### src/rtl/memory_host_port.sv
// memory_host_port: single-outstanding host initiator for the 8x8-bit memory
// IC pin interface. A request is taken over a valid/ready handshake and
// driven onto the IC pins as a one-cycle select strobe. Read data is captured
// a fixed number of cycles later and returned over a valid/ready response
// channel. After a write, the block waits a fixed recovery time before it
// accepts the next request.
module memory_host_port #(
    parameter int READ_LATENCY   = 2,
    parameter int WRITE_RECOVERY = 1
) (
    input  logic       i_clock,
    input  logic       i_reset,
    input  logic       req_valid,
    output logic       req_ready,
    input  logic       req_write,
    input  logic [2:0] req_addr,
    input  logic [7:0] req_wdata,
    output logic       rsp_valid,
    input  logic       rsp_ready,
    output logic [7:0] rsp_rdata,
    output logic       mem_select,
    output logic       mem_operation,
    output logic [2:0] mem_addr,
    output logic [7:0] mem_wdata,
    input  logic [7:0] mem_rdata,
    output logic [7:0] rd_count,
    output logic [7:0] wr_count
);

    typedef enum logic [1:0] {
        S_IDLE  = 2'd0,
        S_ISSUE = 2'd1,
        S_WAIT  = 2'd2,
        S_RESP  = 2'd3
    } state_t;

    localparam logic [3:0] RD_LAT  = 4'(READ_LATENCY);
    localparam logic [3:0] WR_REC  = 4'(WRITE_RECOVERY);

    state_t     state_q, state_d;
    logic [3:0] cnt_q, cnt_d;
    logic       accept;
    logic       last_wait;

    // The pin registers double as the holding registers for the request.
    logic       mem_select_q;
    logic       mem_operation_q;
    logic [2:0] mem_addr_q;
    logic [7:0] mem_wdata_q;
    logic       rsp_valid_q;
    logic [7:0] rsp_rdata_q;
    logic [7:0] rd_count_q;
    logic [7:0] wr_count_q;

    assign req_ready = (state_q == S_IDLE) && !i_reset;
    assign accept    = (state_q == S_IDLE) && req_valid;
    assign last_wait = (state_q == S_WAIT) && (cnt_q == 4'd1);

    // Next-state logic and wait counter sequencing.
    always_comb begin
        state_d = state_q;
        cnt_d   = cnt_q;
        case (state_q)
            S_IDLE: begin
                if (accept) begin
                    state_d = S_ISSUE;
                end
            end
            S_ISSUE: begin
                if (mem_operation_q) begin
                    cnt_d   = WR_REC;
                    state_d = (WR_REC == 4'd0) ? S_IDLE : S_WAIT;
                end else begin
                    cnt_d   = RD_LAT;
                    state_d = S_WAIT;
                end
            end
            S_WAIT: begin
                if (cnt_q == 4'd1) begin
                    state_d = mem_operation_q ? S_IDLE : S_RESP;
                end else begin
                    cnt_d = cnt_q - 4'd1;
                end
            end
            S_RESP: begin
                if (rsp_ready) begin
                    state_d = S_IDLE;
                end
            end
            default: state_d = S_IDLE;
        endcase
    end

    // State, pin, response and counter registers.
    always_ff @(posedge i_clock) begin
        if (i_reset) begin
            state_q         <= S_IDLE;
            cnt_q           <= 4'd0;
            mem_select_q    <= 1'b0;
            mem_operation_q <= 1'b0;
            mem_addr_q      <= 3'd0;
            mem_wdata_q     <= 8'd0;
            rsp_valid_q     <= 1'b0;
            rsp_rdata_q     <= 8'd0;
            rd_count_q      <= 8'd0;
            wr_count_q      <= 8'd0;
        end else begin
            state_q      <= state_d;
            cnt_q        <= cnt_d;
            // Strobe is high exactly during the cycle after acceptance.
            mem_select_q <= accept;
            if (accept) begin
                mem_operation_q <= req_write;
                mem_addr_q      <= req_addr;
                mem_wdata_q     <= req_wdata;
                if (req_write) begin
                    wr_count_q <= wr_count_q + 8'd1;
                end else begin
                    rd_count_q <= rd_count_q + 8'd1;
                end
            end
            if (last_wait && !mem_operation_q) begin
                rsp_rdata_q <= mem_rdata;
                rsp_valid_q <= 1'b1;
            end else if ((state_q == S_RESP) && rsp_ready) begin
                rsp_valid_q <= 1'b0;
            end
        end
    end

    assign mem_select    = mem_select_q;
    assign mem_operation = mem_operation_q;
    assign mem_addr      = mem_addr_q;
    assign mem_wdata     = mem_wdata_q;
    assign rsp_valid     = rsp_valid_q;
    assign rsp_rdata     = rsp_rdata_q;
    assign rd_count      = rd_count_q;
    assign wr_count      = wr_count_q;

endmodule

### config.mk
export PLATFORM = sky130hd
export DESIGN_NAME = memory_host_port
export DESIGN_NICKNAME = d
export VERILOG_FILES = /design/src/rtl/memory_host_port.sv
export SDC_FILE = /design/constraint.sdc
export NUM_CORES = 1
export LEC_CHECK = 0
export ABC_AREA = 1
export CAP_MARGIN = 10
export CORE_MARGIN = 8
export CORE_UTILIZATION = 45
export DETAILED_ROUTE_END_ITERATION = 16
export PLACE_DENSITY = 0.8
export SLEW_MARGIN = 5
export SYNTH_ARGS = -nofsm -noshare
export SYNTH_HDL_FRONTEND = slang
export SYNTH_SLANG_ARGS = --single-unit
### constraint.sdc
create_clock -name i_clock -period 1.5 [get_ports i_clock]
set_input_delay 0.3 -clock i_clock [delete_from_list [all_inputs] [get_ports i_clock]]
set_output_delay 0.3 -clock i_clock [all_outputs]
set_load 0.005 [all_outputs]
==> results.py <==
metrics = {
    "critical_path": {
        "slowest_stage": "clkdlybuf4s50_1",
        "arrival_ns": 1.17,
        "cp-start-kind": "flop",
        "crit_required_ns": 1.20,
        "crit_chain": "clkdlybuf4s50_1",
        "crit_family": "buffers and inverters",
        "end_kind": "primary output",
        "path_class": "flop to primary output",
        "critical_path.max_fanout": 6,
        "critPathMaxStageDelay_ns": 0.50,
        "path_buf_inv": 1,
    },
    "grt": {
        "grt_usage_pct": 15.0,
        "grt_pass1_wl_microns": 7960,
        "antenna_found_initial": 0,
        "grt_max_degree": 23,
        "overflow": 0,
        "grt_pass1_vias": 1812,
    },
    "placement": {
        "place_ws_ns": -0.171,
        "numPortBuffers": 62,
        "hpwl_microns": 3620,
        "place.gp.congestion": 0.782,
    },
    "timing": {
        "setup_ws_ns": 0.0335,
        "finalMaxSlewViolations": 0,
        "setup_viol": 0,
        "rsz0062_at_grt": "false",
        "clock-skew-final_ns": 0.00641,
        "fin_crit_ns": 1.47,
        "period_share_pct": 97.8,
        "max_slew_margin_pct": 83.9,
        "finalHoldViolations": 0,
        "worst_pin_slew_ns": 0.240,
        "max_clock_freq_mhz": 682,
        "hold_slack_ns": 0.459,
    },
    "clock_network": {
        "cts_hold_buf": 0,
        "clock_sinks": 44,
        "cts_tree": "done",
        "root_buffer": "clkbuf_8",
        "clock_latency_ns": 0.29,
        "cts.htree.levels": 2,
        "cts_max_path_buffers": 2,
        "clkTransAtPathRegs_ns": 0.08,
        "cts_buffers": 5,
    },
    "yosys": {
        "netlist_area_sq_um": 1890,
        "ys_ff_latch": 44,
        "ys_seq_area_share_pct": 46.6,
        "yosysWarnings": 0,
        "async_flop_share_pct": 0,
        "synth_nets": 292,
        "synth-main-ff-cell": "dfxtp_1",
        "netlist_instances": 264,
        "synth_cell_types": 26,
        "avgSynthCellArea_sq_um": 7.17,
        "synth_edf_count": 0,
    },
    "min_path": {
        "min-delay-path-class": "flop to flop",
    },
    "drt": {
        "first_pass_iters": 4,
        "drc": 0,
        "avgViaCountPerCell": 4.83,
        "drt_iter0_markers": 55,
        "num_vias": 1879,
        "wl_per_cell_microns": 12.3,
        "ant_nets": 0,
        "routed_wl_microns": 4790,
    },
    "cells_and_area": {
        "multi_input_area_sq_um": 900,
        "final-seq-area_sq_um": 913,
        "layout-drive-gt1-share_pct": 12.7,
        "n_antenna_cell": 0,
        "fillCellCount": 362,
        "syn2layout_area_growth_pct": 47.4,
        "final_nets": 366,
    },
    "floorplanning": {
        "die_height_microns": 80.8,
        "row_count": 23,
        "fp.dieW_microns": 80.8,
        "die_area_sq_um": 6540,
        "coreArea_sq_um": 4030,
        "initial_core_util_pct": 47.0,
        "ioPinCount": 63,
    },
    "pwr": {
        "switching_share_pct": 33.9,
        "p_leak_uw": 0.00118,
        "clkPwrFrac_pct": 21.1,
        "power_density_nw_per_um2": 1290,
        "total_power_uw": 3610,
        "p_int_uw": 2380,
        "p_seq_share_pct": 40.9,
        "ir_worst_vdd_mv": 0.666,
        "combinationalPowerShare_pct": 38.0,
        "p_sw_uw": 1220,
    },
    "job": {
        "max_cap_viol_count": 0,
    },
    "outcome": {
        "status": "finished, final reports clean",
    },
}
[Yosys cell counts (3+ instances only)]
cell type | count | area share [%]
a21oi_1 | 14 | 3.7
clkbuf_1 | 3 | 0.60
nand2_1 | 42 | 8.3
inv_1 | 19 | 3.8
dfxtp_1 | 44 | 47
o21ai_0 | 26 | 6.9
nor3_1 | 3 | 0.79
ha_1 | 4 | 2.6
nor2_1 | 72 | 14
nand3_1 | 15 | 4.0
[metrics by stage]
stage	TNS, ns	utilization (%)	instance area, sq um	cells
finish	0	69.2	2790	389
CTS	0	68.5	2760	389
detailed placement	-2.13	65.9	2650	381
global route	0	69.2	2790	389
global placement	-1.33	65.9	2650	381
floorplan	0	-	1890	264
[power by group through the flow]
stage	Clock (uW)	Sequential, uW	Combinational [uW]
floorplan	0	1530	737
global placement	0	1490	1360
detailed placement	0	1500	1390
CTS	789	1480	1390
global route	830	1500	1570
finish	762	1470	1370
[routing by layer]
metal | track usage, % | wire length, microns | vias to the layer above
li1 | - | - | 993
met1 | 17.4 | 2150 | 833
met2 | 26.5 | 2240 | 48
met3 | 3.53 | 344 | 5
met4 | 5.18 | 59 | 0
met5 | 0 | 0 | -
[sequential cells by signal, summed over array words and instances, names as in the netlist]
signal         flops
cnt_q              4
wr_count           8
rsp_valid          1
mem_select         1
mem_addr           3
mem_wdata          8
state_q            2
rd_count           8
rsp_rdata          8
mem_operation      1
[cell type report]
| class | count | share of cell area (%) |
|---|---|---|
| inverter | 20 | 2.69 |
| timing repair buffer | 74 | 26.7 |
| multi-input combinational | 193 | 32.3 |
| tap | 50 | 2.24 |
| sequential | 44 | 32.8 |
| clock inverter | 1 | 0.269 |
| clock buffer | 7 | 3.10 |
[timing repair]
| item | 4_1_cts | 5_1_grt |
|---|---|---|
| pin swaps | 0 | 0 |
| setup buffers | 0 | 0 |
| setup endpoints to repair | 14 | 12 |
| resized for setup | 14 | 13 |
[cell usage in the layout, fill, tap and decap left out, types with 2 or more instances in the layout]
cell and count:
clkdlybuf4s50_1 56, dlygate4sd2_1 2, dfxtp_4 6, nor2_2 2, nor2_1 72, nand4_1 2, dfxtp_2 8, inv_1 18
inv_2 2, ha_1 4, nand3_1 15, nor3_1 3, a21oi_1 14, nand2_1 42, dlymetal6s2s_1 4, buf_4 10
clkbuf_8 6, o21ai_0 26, nor2_4 2, dfxtp_1 30, nand2_2 2, xor2_1 2, buf_12 2
[logic make-up after synthesis]
group / share of synthesized area [%]
AO/OA/AOI/OAI: 11.2
XOR/XNOR: 0.926
adder cells (fa/ha/maj): 2.65
buffers and inverters: 5.89
flip-flops: 46.6
AND/OR/NAND/NOR: 32.7
[final timing paths]
check / start / end / slack (ns) / cells after the start
min: rd_count[0] / rd_count[0] / 0.46 / 1
max: wr_count[2] / wr_count[2] / 0.03 / 1
min reg2reg: rd_count[0] / rd_count[0] / 0.46 / 1
max reg2reg: state_q[0] / wr_count[2] / 0.17 / 7
Power figures use the tool's default switching activity.
